### src/rtl/pipe_stage_reg_if.sv
// pipe_stage_reg_if: valid/ready/data channel between pipeline stages
interface pipe_stage_reg_if #(parameter int WIDTH = 32);
  logic             valid;
  logic             ready;
  logic [WIDTH-1:0] data;
  modport master (output valid, data, input ready);
  modport slave  (input valid, data, output ready);
endinterface

### src/rtl/pipe_stage_reg.sv
// pipe_stage_reg: inter-stage pipeline register with stall/flush/bubble count; SKID_BUF_EN adds a skid entry
module pipe_stage_reg #(
  parameter int               WIDTH     = 32,
  parameter logic [WIDTH-1:0] NOP_VALUE = WIDTH'(32'h0000_0013),
  parameter int               CNT_W     = 16
) (
  input  logic              clk,
  input  logic              reset,
  pipe_stage_reg_if.slave   up,
  pipe_stage_reg_if.master  dn,
  input  logic              stall,
  input  logic              flush,
  input  logic              cnt_clr,
  output logic [CNT_W-1:0]  bubble_cnt
);
  logic             vld_q, vld_d, in_x, out_x;
  logic [WIDTH-1:0] data_q, data_d;
  logic [CNT_W-1:0] cnt_q, cnt_d;
`ifdef SKID_BUF_EN
  logic             skv_q, skv_d, rdy_q, rdy_d;
  logic [WIDTH-1:0] skd_q, skd_d;
  // ready comes from a flop so out_ready never reaches in_ready combinationally
  assign up.ready = rdy_q & ~stall & ~flush & ~reset;
`else
  assign up.ready = ~reset & ~flush & ~stall & (~vld_q | dn.ready);
`endif
  assign dn.valid   = vld_q & ~stall;
  assign dn.data    = data_q;
  assign bubble_cnt = cnt_q;
  assign in_x       = up.valid & up.ready;
  assign out_x      = dn.valid & dn.ready;
  assign cnt_d      = cnt_clr ? '0 : (~dn.valid && ~&cnt_q) ? cnt_q + CNT_W'(1) : cnt_q;
  always_comb begin
    vld_d  = vld_q;
    data_d = data_q;
`ifdef SKID_BUF_EN
    skv_d  = skv_q;
    skd_d  = skd_q;
    if (out_x) begin
      vld_d  = skv_q;
      data_d = skv_q ? skd_q : data_q;
      skv_d  = 1'b0;
    end
    if (in_x && vld_d) begin
      skv_d = 1'b1;
      skd_d = up.data;
    end else if (in_x) begin
      vld_d  = 1'b1;
      data_d = up.data;
    end
    if (flush) skv_d = 1'b0;
    rdy_d = ~skv_d;
`else
    if (out_x) vld_d = 1'b0;
    if (in_x) begin
      vld_d  = 1'b1;
      data_d = up.data;
    end
`endif
    if (flush) begin
      vld_d  = 1'b0;
      data_d = NOP_VALUE;
    end
  end
  always_ff @(posedge clk) begin
    if (reset) begin
      vld_q  <= 1'b0;
      data_q <= NOP_VALUE;
      cnt_q  <= '0;
`ifdef SKID_BUF_EN
      skv_q  <= 1'b0;
      rdy_q  <= 1'b1;
`endif
    end else begin
      vld_q  <= vld_d;
      data_q <= data_d;
      cnt_q  <= cnt_d;
`ifdef SKID_BUF_EN
      skv_q  <= skv_d;
      skd_q  <= skd_d;
      rdy_q  <= rdy_d;
`endif
    end
  end
endmodule

### src/flat_wrapper.sv
// flat-port wrapper written by rule: the top's interface ports become plain ports
module pipe_stage_reg_flat 
#(
  parameter int               WIDTH     = 32,
  parameter logic [WIDTH-1:0] NOP_VALUE = WIDTH'(32'h0000_0013),
  parameter int               CNT_W     = 16
)
  (clk, reset, stall, flush, cnt_clr, bubble_cnt, up_valid, up_data, up_ready, dn_valid, dn_data, dn_ready);
  pipe_stage_reg_if #(.WIDTH(WIDTH)) up_i ();
  pipe_stage_reg_if #(.WIDTH(WIDTH)) dn_i ();
  input  logic clk;
  input  logic reset;
  input  logic stall;
  input  logic flush;
  input  logic cnt_clr;
  output logic [CNT_W-1:0] bubble_cnt;
  input wire logic [$bits(up_i.valid)-1:0] up_valid;
  input wire logic [$bits(up_i.data)-1:0] up_data;
  output wire logic [$bits(up_i.ready)-1:0] up_ready;
  output wire logic [$bits(dn_i.valid)-1:0] dn_valid;
  output wire logic [$bits(dn_i.data)-1:0] dn_data;
  input wire logic [$bits(dn_i.ready)-1:0] dn_ready;
  assign up_i.valid = up_valid;
  assign up_i.data = up_data;
  assign up_ready = up_i.ready;
  assign dn_valid = dn_i.valid;
  assign dn_data = dn_i.data;
  assign dn_i.ready = dn_ready;
  pipe_stage_reg #(.WIDTH(WIDTH), .NOP_VALUE(NOP_VALUE), .CNT_W(CNT_W)) u_core (.clk(clk), .reset(reset), .up(up_i), .dn(dn_i), .stall(stall), .flush(flush), .cnt_clr(cnt_clr), .bubble_cnt(bubble_cnt));
endmodule
### config.mk
export PLATFORM = sky130hd
export DESIGN_NAME = pipe_stage_reg_flat
export DESIGN_NICKNAME = d
export VERILOG_FILES = /design/src/rtl/pipe_stage_reg_if.sv /design/src/rtl/pipe_stage_reg.sv /design/src/flat_wrapper.sv
export SDC_FILE = /design/constraint.sdc
export NUM_CORES = 1
export LEC_CHECK = 0
export ABC_AREA = 1
export BUFFER_PORTS_ARGS = -buffer_cell sky130_fd_sc_hd__buf_4
export CAP_MARGIN = 20
export CORE_UTILIZATION = 47
export DETAILED_ROUTE_END_ITERATION = 8
export PLACE_DENSITY = 0.9
export SLEW_MARGIN = 25
export SYNTH_ARGS = -nofsm -noshare
export SYNTH_HDL_FRONTEND = slang
export SYNTH_SLANG_ARGS = --single-unit
### constraint.sdc
create_clock -name clk -period 1.8 [get_ports clk]
set_clock_uncertainty 0.05 [all_clocks]
set_input_delay 0.36 -clock clk [delete_from_list [all_inputs] [get_ports clk]]
set_output_delay 0.36 -clock clk [all_outputs]
set_load 0.1 [all_outputs]
======== Yosys cells after proc, flatten, opt, wreduce, memory -nomap -nowiden ========
Index checks and enable logic that the tools add are counted.
W data, S select, Z words.
word-level totals
  register bits after elaboration ......... 49
cells by class
  $add $sub $neg .......................... 1
  reduce and logical (&&, ||, !) cells .... 6
  bitwise gates (word level) .............. 12
  multiplexer cells ....................... 2
operator list
  kind                     number
  $add A16 B1 Y16 const B  1
  $reduce_and A16 Y1       1
  $and A1 B1 Y1            6
  $not A1 Y1               5
  $reduce_or A2 Y1         2
  $mux W1                  2
  $reduce_bool A2 Y1       1
  $logic_and A1 B1 Y1      1
  $logic_not A1 Y1         1
  $or A1 B1 Y1             1

======== Logic depth before layout (Yosys ltp) ========
  depth after elaboration ................. 6
  gate-level depth with buffers ........... 9

======== Worst setup path after synthesis ========
OpenSTA, ideal clock, no wires.
  kind .................................... reg2reg
  from .................................... register u_core.cnt_q[0] (netlist: u_core.bubble_cnt[0])
  to ...................................... register u_core.cnt_q[12] (netlist: u_core.bubble_cnt[12])
  path slack .............................. -410 ps
  arrival time ............................ 2043 ps
  path buffers ............................ 0
  stages on the path, launching flop included .. 9
  path through ............................ dfxtp_1 > ha_1 > nand3_1 > inv_1 > nand2_1 > nor3_1 > nand3_1 > nand2_1 > nor2_1
on the way
  word-level cells in the longest chain between the ends .. 3
  elaborated cells on any way between the ends .. 4
  those cells by class .................... 1 x add/sub; 3 x reduce/logical
ends and longest elaborated chain
  element                                                                  line                  source
  from (decl)                                                              pipe_stage_reg.sv:18  logic [CNT_W-1:0] cnt_q, cnt_d;
  from (signal assigned)                                                   pipe_stage_reg.sv:77  cnt_q <= cnt_d;
  parallel branches: the longest is 3 deep, another holds $add A16 B1 Y16  n/a
Several ways; the timed one is not identified.
A chain may end at the register's enable or synchronous reset.

======== Worst setup path after layout ========
  from .................................... register u_core.vld_q
  to ...................................... output port dn_valid
on the way
  word-level cells in the longest chain between the ends .. 1
ends and longest elaborated chain
  element                 line                  source
  from (decl)             pipe_stage_reg.sv:16  logic vld_q, vld_d, in_x, out_x;
  from (signal assigned)  pipe_stage_reg.sv:75  vld_q <= vld_d;
  $and A1 B1 Y1           pipe_stage_reg.sv:27  assign dn.valid = vld_q & ~stall;
  to (decl)               flat_wrapper.sv:20    output wire logic [$bits(dn_i.valid)-1:0] dn_valid;
No other way between the ends.

==> results.py <==
metrics = {
    "finish": {
        "layout_commonest_cell": "nor2_1",
        "layout-drive-gt1-share": 0.3325,
        "antenna_cells": 0,
        "syn_to_final_growth_pct": 37.78,
        "final_cell_mix": "nor2_1, buf_4, nand2_1, dfxtp_1, o21ai_0",
        "nets": 443,
        "fill_cells": 406,
    },
    "placed_design": {
        "post-place-ws_ns": 0.1673,
        "dp_hpwl_um": 4146,
        "portBuffers": 88,
        "finalWeightedCongestion": 0.8905,
    },
    "cts": {
        "clock_sinks": 49,
        "clk_pin_slew_worst_paths_ns": 0.09,
        "cts_resized": 0,
        "cts_tree": "done",
        "cts_setup_buffers": 0,
        "htreeDepth": 2,
        "clk_path_buf_depth": 2,
        "clock_latency_ns": 0.29,
        "ctsHoldBuffers": 0,
        "cts_made_buffers": 5,
        "root_buffer": "clkbuf_8",
    },
    "synthesis": {
        "syn_area_sq_um": 2160,
        "synth_top_cell_area_share": 0.4542,
        "syn_nets": 354,
        "ys_seq_elements": 49,
        "synth_top_area_cell": "dfxtp_1",
        "yosysSeqAreaShare": 0.4542,
        "yosys-top-cells-area": "dfxtp_1, nor2_1, nand2_1",
        "syn_inst": 314,
        "synth.avg_cell_area_sq_um": 6.878,
        "yosysWarnings": 0,
        "synth.distinct_cells": 23,
    },
    "drt": {
        "drc": 0,
        "drtPass1Iterations": 4,
        "drtAntennaViolNets": 0,
        "wl_um": 5308,
        "viasPerCell": 4.969,
        "num_vias": 2261,
        "drt_iter0_drc": 112,
        "wl_per_cell_um": 11.67,
    },
    "setup_path": {
        "worst-path-buf-inv": 2,
        "startpoint_type": "flop",
        "arrival_ns": 1.28,
        "endpoint": "dn_valid",
        "crit_type": "reg -> out",
        "r2r_end": "u_core.bubble_cnt[0]",
        "crit_chain": "inv_2 > nor2_4 > buf_4",
        "startpoint": "u_core.vld_q",
        "critPathMaxStageDelay_ns": 0.36,
        "endpoint_kind": "output port",
        "ff2ff_setup_slack_ns": 0.23,
        "crit_cells": 3,
        "r2r_start": "u_core.bubble_cnt[0]",
        "worst-r2r-cell-count": 9,
        "crit_path_top_delay_cell": "dfxtp_1",
        "worstPathMaxFanout": 8,
        "cp.required_ns": 1.39,
        "critPathTopFamily": "buffers and inverters",
    },
    "grt": {
        "grt_pass1_vias": 2161,
        "grt_max_degree": 33,
        "antenna_found_initial": 0,
        "grt_pass1_wl_um": 9121,
        "grt.total_usage": 0.2325,
        "grt_overflow": 0,
    },
    "die": {
        "rows": 24,
        "die_h_um": 69.79,
        "fp.dieArea_sq_um": 4870,
        "dieWidth_um": 69.79,
        "core-area_sq_um": 4384,
        "ios": 89,
        "initial_utilization": 0.4926,
    },
    "timing": {
        "holdWs_ns": 0.2083,
        "final_max_slew_viol_count": 0,
        "finalHoldViolCount": 0,
        "fin_crit_sh": 0.9382,
        "fin_crit_ns": 1.689,
        "final-setup-viol-count": 0,
        "max_freq_mhz": 592.2,
        "max_slew_margin": 0.7280,
        "rsz0062_at_grt": "false",
        "tightest_slew_ns": 0.4075,
        "setup_slack_ns": 0.1113,
    },
    "power_and_ir_drop": {
        "ir_drop_mv": 0.4900,
        "cellLeakagePower_uw": 0.001347,
        "powerDensity_nw_per_um2": 709.5,
    },
    "hold_path": {
        "min-delay-start": "up_data[1]",
        "hold_path_class": "in -> reg",
    },
    "outcome": {
        "status": "finished clean",
    },
    "flow_run": {
        "max_cap_violations": 0,
    },
}
==> registers in the layout (all words and copies together) (netlist names) <==
name	flops
u_core.vld_q	1
u_core.dn.data	32
u_core.bubble_cnt	16
==> metal layers <==
layer	share of wire	wire length, um	global-route usage
met4	0.023	121	0.09111
met2	0.50	2640	0.4167
met5	0	0	0
met3	0.083	440	0.07122
met1	0.40	2106	0.2537
==> cells in the mapped netlist <==
| cell type | instances |
|---|---|
| buf_6 | 3 |
| ha_1 | 1 |
| buf_4 | 2 |
| nand3_1 | 19 |
| nor3_4 | 1 |
| a21oi_1 | 9 |
| inv_1 | 16 |
| clkinv_2 | 1 |
| clkbuf_1 | 4 |
| nand3_2 | 1 |
| nand4_1 | 3 |
| xor2_1 | 1 |
| inv_2 | 5 |
| nor2_2 | 7 |
| nor2_4 | 2 |
| o21ai_0 | 22 |
| nor3_1 | 1 |
| nand2_2 | 2 |
| o21ai_1 | 8 |
| nor2_1 | 99 |
| buf_2 | 1 |
| nand2_1 | 57 |
| dfxtp_1 | 49 |
==> how the worst min path moves through the flow <==
stage / to / cells after the start
finish: u_core.dn.data[1] / 3
global route: u_core.dn.data[1] / 3
CTS: u_core.dn.data[1] / 3
detailed placement: u_core.dn.data[1] / 2
global placement: u_core.dn.data[0] / 2
floorplan: u_core.dn.data[0] / 2
==> report_power, final <==
group	internal (uW)	switching (uW)	total, uW
clock network	404	340	744
logic	95.1	169	265
registers	1090	8.43	1100
total	1590	518	2110
==> worst register-to-register path, cell delays in order (launching register included) <==
cell and delay (ns):
dfxtp_4 0.37, ha_1 0.19, nand3_1 0.17, inv_1 0.14
nand2_1 0.09, nor2_2 0.21, nor2_2 0.10, nand2_1 0.07
nand2_1 0.05, nor2_1 0.08
==> cells by family (layout without fill, tap and decap cells) <==
logic type / count (synthesis) / in the layout / synth area share
AO/OA/AOI/OAI: 39 / 39 / 0.09038
XOR/XNOR: 1 / 1 / 0.004056
adder cells (fa/ha/maj): 1 / 1 / 0.005793
buffers and inverters: 32 / 121 / 0.07068
flip-flops: 49 / 49 / 0.4542
AND/OR/NAND/NOR: 192 / 192 / 0.3749
==> per-stage QoR <==
stage / util / setup TNS [ns] / power (uW) / cells / area, sq um
6_report: 0.6787 / 0 / 2111 / 455 / 2975
2_1_floorplan: - / -8.658 / 1294 / 314 / 2185
3_5_place_dp: 0.6550 / 0 / 1394 / 448 / 2872
4_1_cts: 0.6787 / 0 / 2135 / 455 / 2975
5_1_grt: 0.6787 / 0 / 2210 / 455 / 2975
3_3_place_gp: 0.6550 / 0 / 1390 / 448 / 2872
==> final cells by class <==
class / count / area [sq um] / share of cell area
timing repair buffer: 92 / 690.7 / 0.2321
clock inverter: 2 / 35.03 / 0.01177
clock buffer: 5 / 68.82 / 0.02313
tap: 52 / 65.06 / 0.02187
inverter: 22 / 83.83 / 0.02817
sequential: 49 / 1006 / 0.3381
multi-input combinational: 233 / 1026 / 0.3448
Power figures use the tool's default switching activity.
